`src/rtl/ss_pkg.sv`:
```
// Shared definitions for the sum-of-squares accumulator: FSM state encoding
// and default widths.
package ss_pkg;

  localparam int SS_DATA_W = 16;
  localparam int SS_LEN_W  = 8;
  localparam int SS_ACC_W  = 40;

  typedef enum logic [1:0] {
    IDLE  = 2'd0,
    RUN   = 2'd1,
    FLUSH = 2'd2,
    DONE  = 2'd3
  } ss_acc_state_t;

endpackage

```
`src/rtl/ss_square_stage.sv`:
```
// Registered squarer: one pipeline stage producing the unsigned square of a
// signed sample together with its valid bit.
module ss_square_stage #(
  parameter int DATA_W = 16
) (
  input  logic                  clk,
  input  logic                  rst,
  input  logic                  valid,
  input  logic [DATA_W-1:0]     sample,
  output logic                  sq_valid,
  output logic [2*DATA_W-1:0]   square
);

  // A signed square is never negative and the largest magnitude,
  // (-2^(DATA_W-1))^2 = 2^(2*DATA_W-2), still fits in 2*DATA_W bits.
  logic signed [2*DATA_W-1:0] prod;

  assign prod = $signed(sample) * $signed(sample);

  // Register the square and its valid bit.
  always_ff @(posedge clk or posedge rst) begin
    if (rst) begin
      sq_valid <= 1'b0;
      square   <= '0;
    end else begin
      sq_valid <= valid;
      square   <= $unsigned(prod);
    end
  end

endmodule

```
`src/rtl/ss_square_accum.sv`:
```
// Sum-of-squares accumulator. One job per i_w_start pulse: accept i_len
// signed samples over valid/ready, accumulate their squares, then pulse
// o_done with the result.
// Optional build macro SS_ACC_SAT_EN: saturate the accumulator at
// 2^ACC_W-1 and flag o_ovf; without it the accumulator wraps and o_ovf is 0.
//
// state | meaning
// IDLE  | waiting for i_w_start; previous result held
// RUN   | accepting samples until len beats are taken
// FLUSH | last square drains from the squarer into the accumulator
// DONE  | o_done pulse, result valid
module ss_square_accum
  import ss_pkg::*;
#(
  parameter int DATA_W = SS_DATA_W,
  parameter int LEN_W  = SS_LEN_W,
  parameter int ACC_W  = SS_ACC_W
) (
  input  logic              i_clk,
  input  logic              i_rst,
  input  logic              i_w_start,
  input  logic [LEN_W-1:0]  i_len,
  input  logic              i_data_valid,
  input  logic [DATA_W-1:0] i_data,
  output logic              o_data_ready,
  output logic              o_busy,
  output logic [ACC_W-1:0]  o_result,
  output logic              o_result_valid,
  output logic              o_done,
  output logic              o_ovf
);

  ss_acc_state_t       state;
  logic [LEN_W-1:0]    len_q;
  logic [LEN_W-1:0]    count;
  logic [ACC_W-1:0]    acc;
  logic                accept;
  logic                last_beat;
  logic                sq_valid;
  logic [2*DATA_W-1:0] square;
  logic [ACC_W-1:0]    sq_ext;
  logic                result_valid;
  logic                done;

  assign o_data_ready = (state == RUN);
  assign accept       = i_data_valid & o_data_ready;
  assign last_beat    = (count == len_q - LEN_W'(1));
  assign sq_ext       = ACC_W'(square);

  assign o_busy         = (state != IDLE);
  assign o_result       = acc;
  assign o_result_valid = result_valid;
  assign o_done         = done;

  ss_square_stage #(
    .DATA_W (DATA_W)
  ) u_square (
    .clk      (i_clk),
    .rst      (i_rst),
    .valid    (accept),
    .sample   (i_data),
    .sq_valid (sq_valid),
    .square   (square)
  );

`ifdef SS_ACC_SAT_EN
  logic [ACC_W:0] sum;
  logic           ovf;

  assign sum   = {1'b0, acc} + {1'b0, sq_ext};
  assign o_ovf = ovf;
`else
  assign o_ovf = 1'b0;
`endif

  // Sequencing FSM with the beat counter and accumulator. The accumulator
  // doubles as the result register: it is only cleared by an accepted start.
  always_ff @(posedge i_clk or posedge i_rst) begin
    if (i_rst) begin
      state        <= IDLE;
      len_q        <= '0;
      count        <= '0;
      acc          <= '0;
      result_valid <= 1'b0;
      done         <= 1'b0;
`ifdef SS_ACC_SAT_EN
      ovf          <= 1'b0;
`endif
    end else begin
      done <= 1'b0;

      if (sq_valid) begin
`ifdef SS_ACC_SAT_EN
        if (sum[ACC_W]) begin
          acc <= '1;
          ovf <= 1'b1;
        end else begin
          acc <= sum[ACC_W-1:0];
        end
`else
        acc <= acc + sq_ext;
`endif
      end

      case (state)
        IDLE: begin
          if (i_w_start) begin
            acc          <= '0;
            count        <= '0;
            result_valid <= 1'b0;
`ifdef SS_ACC_SAT_EN
            ovf          <= 1'b0;
`endif
            if (i_len != '0) begin
              len_q <= i_len;
              state <= RUN;
            end else begin
              state        <= DONE;
              done         <= 1'b1;
              result_valid <= 1'b1;
            end
          end
        end
        RUN: begin
          if (accept) begin
            count <= count + LEN_W'(1);
            if (last_beat) begin
              state <= FLUSH;
            end
          end
        end
        FLUSH: begin
          state        <= DONE;
          done         <= 1'b1;
          result_valid <= 1'b1;
        end
        DONE: begin
          state <= IDLE;
        end
        default: begin
          state <= IDLE;
        end
      endcase
    end
  end

endmodule

```
`config.mk`:
```
export PLATFORM = sky130hd
export DESIGN_NAME = ss_square_accum
export DESIGN_NICKNAME = d
export VERILOG_FILES = /design/src/rtl/ss_pkg.sv /design/src/rtl/ss_square_stage.sv /design/src/rtl/ss_square_accum.sv
export SDC_FILE = /design/constraint.sdc
export NUM_CORES = 1
export LEC_CHECK = 0
export CAP_MARGIN = 15
export CELL_PAD_IN_SITES_DETAIL_PLACEMENT = 1
export CELL_PAD_IN_SITES_GLOBAL_PLACEMENT = 1
export CORE_MARGIN = 2
export CORE_UTILIZATION = 53
export CTS_CLUSTER_DIAMETER = 80
export CTS_CLUSTER_SIZE = 20
export DETAILED_ROUTE_END_ITERATION = 6
export PLACE_DENSITY = 0.89
export RECOVER_POWER = 25
export SLEW_MARGIN = 20
export SYNTH_ARGS = -nofsm -noshare
export SYNTH_HDL_FRONTEND = slang
export SYNTH_SLANG_ARGS = --single-unit
```
`constraint.sdc`:
```
create_clock -name i_clk -period 5 [get_ports i_clk]
set_input_delay 0.75 -clock i_clk [delete_from_list [all_inputs] [get_ports i_clk]]
set_output_delay 0.75 -clock i_clk [all_outputs]
set_load 0.05 [all_outputs]
```
Word level (Yosys, flattened, before mapping) --
Cells that the tools add are included.
Storage, ports and cells: bits in registers 93, bits in latches 0, memory bits (writable) 0, memory bits (read-only) 0, input bits 28, output and inout bits 45, memories kept 0
Operators by class: add/subtract/negate cells 3, multipliers 1, div/mod/pow operators 0, order comparisons 0, equality and inequality tests 7, shift operators 0, mux-type cells 16, bitwise gates (word level) 1, reduce and logical (&&, ||, !) cells 9
Operators by type and width (number):
- $mux 40 | 3
- $add 40x32->40 | 1
- $mul 16x16->32 | 1
- $mux 8 | 2
- $pmux 8 s2 | 1
- $reduce_and 3->1 | 3
- $add 8x1->8 const B | 1
- $eq 8x8->1 | 1
- $mux 2 | 4
- $pmux 2 s4 | 1
- $reduce_bool 8->1 | 1
- $sub 8x1->8 const B | 1
- $reduce_bool 2->1 | 3
- $eq 2x2->1 const B | 2
- $ne 2x1->1 const B | 2
- $pmux 1 s2 | 2
- $mux 1 | 3
- $eq 2x1->1 const B | 1
- $logic_not 2->1 | 1
- $ne 2x2->1 const B | 1
- $reduce_and 2->1 | 1
- $and 1x1->1 | 1

Depth between registers and ports, before layout --
depth after elaboration 5, mapped depth 26, depth with buffers taken out 24

Hierarchy --
A second synthesis with hierarchy kept.
Second synthesis, totals: cell total of the unflattened synthesis 1552, area, all modules 14495.2 um^2
By module, submodules not included:
- ss_square_stage | instances 1, cells an instance 1028, area each 9820.7 um^2
- ss_square_accum | instances 1, cells an instance 524, area each 4674.5 um^2

Worst setup path before layout --
OpenSTA, ideal clock, no wires.
path kind input to register, from input i_data[5], to register u_square.square[31], arrival time 6353 ps, required time 4875 ps, setup slack -1478 ps, stages on the path 23, buffers on the path 2, path through clkbuf_1 > clkbuf_1 > nand2_1 > fa_1 > inv_1 > fa_1 > inv_1 > fa_1 > inv_1 > fa_1 > fa_1 > inv_1 > fa_1 > inv_1 > ha_1 > and3_1 > nor2b_1 > o2111ai_1 > or3_1 > o211ai_1 > a211o_1 > a21oi_1 > xnor2_1
On the way: cells in the longest elaborated chain, start to end 1
RTL lines:
- start, declared | RTL line ss_square_accum.sv:24 | input logic [DATA_W-1:0] i_data,
- $mul 16x16->32 | RTL line ss_square_stage.sv:18 | assign prod = $signed(sample) * $signed(sample);
- named net u_square.prod[31] | RTL line ss_square_stage.sv:16 | logic signed [2*DATA_W-1:0] prod;
- end signal, assigned | RTL line ss_square_stage.sv:27 | square <= $unsigned(prod);
- end, declared | RTL line ss_square_stage.sv:11 | output logic [2*DATA_W-1:0] square
The timed path passes the listed nets, and every way through them passes these cells. A chain may end at the register's enable or synchronous reset.

Worst setup path after layout --
from input i_data[15], to register u_square.square[30]
The elaborated chain is that of the path after synthesis.

==> results.cfg <==
[synth]
synth-edff-count = 0
yosysSeqAreaShare = 0.162
synth-seq-cells = 92
syn_area_per_cell_um2 = 9.27
synth_fp_nets = 1923
syn_inst = 1531
yosys_warnings = 0
netlist_area_um2 = 14200
ys.flop_type = dfrtp_1
async_flop_share = 1.00
synthDistinctLibCells = 64

[setup_path]
max_stage_delay_ps = 670
crit_required_ps = 5300
crit_top_cell = fa_1
cp.buffers_inverters = 6
critPathTopFamily = adder cells
reg2reg_depth = 10
rrSetupSlack_ps = 920
crit_chain = clkdlybuf4s15_2 -> buf_4 -> buf_4 -> nand2_1 -> fa_1 -> inv_1 -> fa_2 -> fa_1 -> fa_1 -> fa_1 -> inv_1 -> fa_1 -> inv_1 -> ha_1 -> a21oi_2 -> nor2b_1 -> nor3_2 -> nand2_1 -> a31o_4 -> nand2_4 -> o2111ai_4 -> a21oi_2 -> xnor2_1
r2r_start = o_result[4]$_DFF_PP0_
crit_path_end_kind = flip-flop
critPathKind = primary input to flip-flop
cp.depth = 23
cp-start-kind = primary input
worstSetupEndpoint = u_square.square[30]$_DFF_PP0_
critPathLaunch = i_data[15]
crit_slowest_cell = fa_1
path_max_fanout = 10
r2r_end = o_result[35]$_DFF_PP0_
arrival_ps = 7280

[min_path]
hp-class = flip-flop to flip-flop

[placement]
gp_congestion = 0.937
port_buffers = 71
hpwl_mm = 41.7
place_inst = 2113

[floorplanning]
core_um2 = 26200
dieArea_um2 = 28100
pin_count = 73
rows = 59
start_util = 0.541
dieWidth_um = 168
die_h_um = 168

[sta]
skew_ps = 16.0
hold_viol = 0
relSlewSlack = -0.947
post-route-period-util = 1.40
fin_crit_ps = 6990
hold_slack_ps = 587
maxClockFrequency_mhz = 143
tightest_slew_ps = 2900
maxSlewViolCount = 61
finalSetupViolations = 24
worst_slack_ps = -1990
setup_tns_ps = -32940
rsz0062_at_grt = true

[route]
drc_errors = 2
firstDrtPassIters = 7
drt_iter0_drc = 2031
drtAntennaViolNets = 0
wl_per_cell_um = 35.0
via_per_inst = 6.96
drt-total-wl_mm = 76.9
num_vias = 15300

[clock_tree]
cts_tree = built
numCtsBuffers = 9
cts.htree.levels = 3
ctsLongestPathBuffers = 2
cts.sinks = 92
clkLatencyLatePin_ps = 390
cts.clk_slew.worst_paths_ps = 80
hold_buffers = 0
clock-root-buffer = clkbuf_16

[layout]
nets = 2246
layout-drive-gt1-share = 0.279
fin_util = 0.710
fillers = 2818
area_delta_synth_final_pct = 31.2
n_antenna_cell = 0
final_cells = 2194

[grt]
grt_pass1_wl_mm = 98.6
grt_max_degree = 61
track_usage = 0.468
antenna_found_initial = 2
grt_pass1_vias = 16500
grt-ovfl-total = 0

[run_status]
violations = design-rule violations, max-capacitance violations, max-slew violations, negative setup slack
status = finished with violations

[job]
maxCapViolations = 1
-- cell families (layout without fill, tap and decap cells) --
kind of cell / count (synthesis) / count (layout) / synth area share
buffers and inverters: 378 / 706 / 0.101
xor gates and xnor gates: 91 / 91 / 0.0562
and+or+nand+nor: 370 / 370 / 0.121
AOI/OAI and AO/OA: 209 / 209 / 0.0964
other: 1 / 1 / 0.000264
adders and majority gates: 364 / 364 / 0.444
muxes: 26 / 26 / 0.0188
DFF: 92 / 92 / 0.162
-- routing by layer --
metal,GRT usage,routed length [um],share of wire,vias up
met5,0,135,0.0018,-
met4,0.400,10800,0.14,8
met3,0.0976,7920,0.10,870
met2,0.823,34500,0.45,1612
met1,0.477,23500,0.31,7358
li1,-,-,-,5431
-- placed cells by master (no fill, tap or decap), drive strengths merged, types with 20 or more instances in the layout --
cell type	instances
a21o	30
a21oi	64
and2	35
buf	285
clkdlybuf4s50	53
dfrtp	92
fa	233
ha	131
inv	339
mux2i	21
nand2	123
nand3	20
nor2	110
o21ai	43
xnor2	59
xor2	32
-- flip-flops by register name, summed over array words and instances, names as in the netlist --
register	count
o_result	40
u_square.sq_valid	1
state	2
o_done	1
o_result_valid	1
u_square.square	31
count	8
len_q	8
-- cell type report --
| class | count | area, um2 | share of cell area |
|---|---|---|---|
| multi-input combinational | 1061 | 11300 | 0.608 |
| clock buffer | 9 | 225 | 0.0121 |
| clock inverter | 7 | 80.1 | 0.00430 |
| timing repair buffer | 348 | 2970 | 0.159 |
| tap | 335 | 419 | 0.0225 |
| inverter | 342 | 1300 | 0.0697 |
| sequential | 92 | 2300 | 0.124 |
-- per-stage QoR --
stage / worst slack, ps / area [um2]
finish: -1990 / 18600
global placement: -1780 / 17000
floorplan: -1010 / 14600
global route: -2050 / 18600
detailed placement: -2290 / 17000
CTS: -1400 / 18100
-- how the worst min path moves through the flow --
stage	cells past startpoint	endpoint	slack, ps	startpoint
4_1_cts	1	state[0]$_DFFE_PP0P_	570	state[0]$_DFFE_PP0P_
3_3_place_gp	1	state[0]$_DFFE_PP0P_	520	state[0]$_DFFE_PP0P_
2_1_floorplan	1	state[0]$_DFFE_PP0P_	500	state[0]$_DFFE_PP0P_
6_report	2	o_result_valid$_DFFE_PP0P_	590	o_result_valid$_DFFE_PP0P_
5_1_grt	1	state[0]$_DFFE_PP0P_	590	state[0]$_DFFE_PP0P_
3_5_place_dp	1	state[0]$_DFFE_PP0P_	550	state[0]$_DFFE_PP0P_
-- worst reg2reg max path: cells and delay by family (launching register included) --
kind | cells | cell delay (ps)
adder cells (fa/ha/maj) | 1 | 410
flip-flops | 1 | 410
AO/OA/AOI/OAI | 7 | 2250
multiplexers | 1 | 310
AND/OR/NAND/NOR | 1 | 630
-- synthesized netlist by cell type (5+ instances only) --
cell type | number | area [um2]
a21oi_1 | 64 | 320
nor4_1 | 5 | 31.3
dfrtp_1 | 92 | 2300
mux2i_1 | 21 | 210
clkbuf_1 | 29 | 109
a31o_2 | 11 | 96.3
a21o_1 | 30 | 225
nor3b_1 | 5 | 37.5
o21ai_0 | 43 | 215
mux2_2 | 5 | 56.3
and2_1 | 34 | 213
xor2_1 | 32 | 280
nor2b_1 | 10 | 62.6
fa_1 | 233 | 4660
or3_1 | 7 | 43.8
ha_1 | 131 | 1640
nand2b_1 | 11 | 68.8
nand4_1 | 9 | 56.3
a211oi_1 | 8 | 60.1
xnor2_1 | 59 | 517
nor3_1 | 12 | 60.1
nand3_1 | 20 | 100
nand2_1 | 123 | 462
a31oi_1 | 7 | 43.8
and3_1 | 12 | 75.1
nor2_1 | 110 | 413
inv_1 | 340 | 1280
-- timing repair --
| action | 4_1_cts | 5_1_grt |
|---|---|---|
| gates resized for setup | 186 | 85 |
| endpoints found under the hold margin | 0 | 0 |
| setup endpoints to repair | 24 | 24 |
| buffers inserted | 43 | 30 |
| cloned | 1 | 0 |
| pin swaps | 81 | 80 |
Power is left out: the tool's default activity adds up to more than one toggle a clock period on the data nets, which glitch-free logic cannot reach.
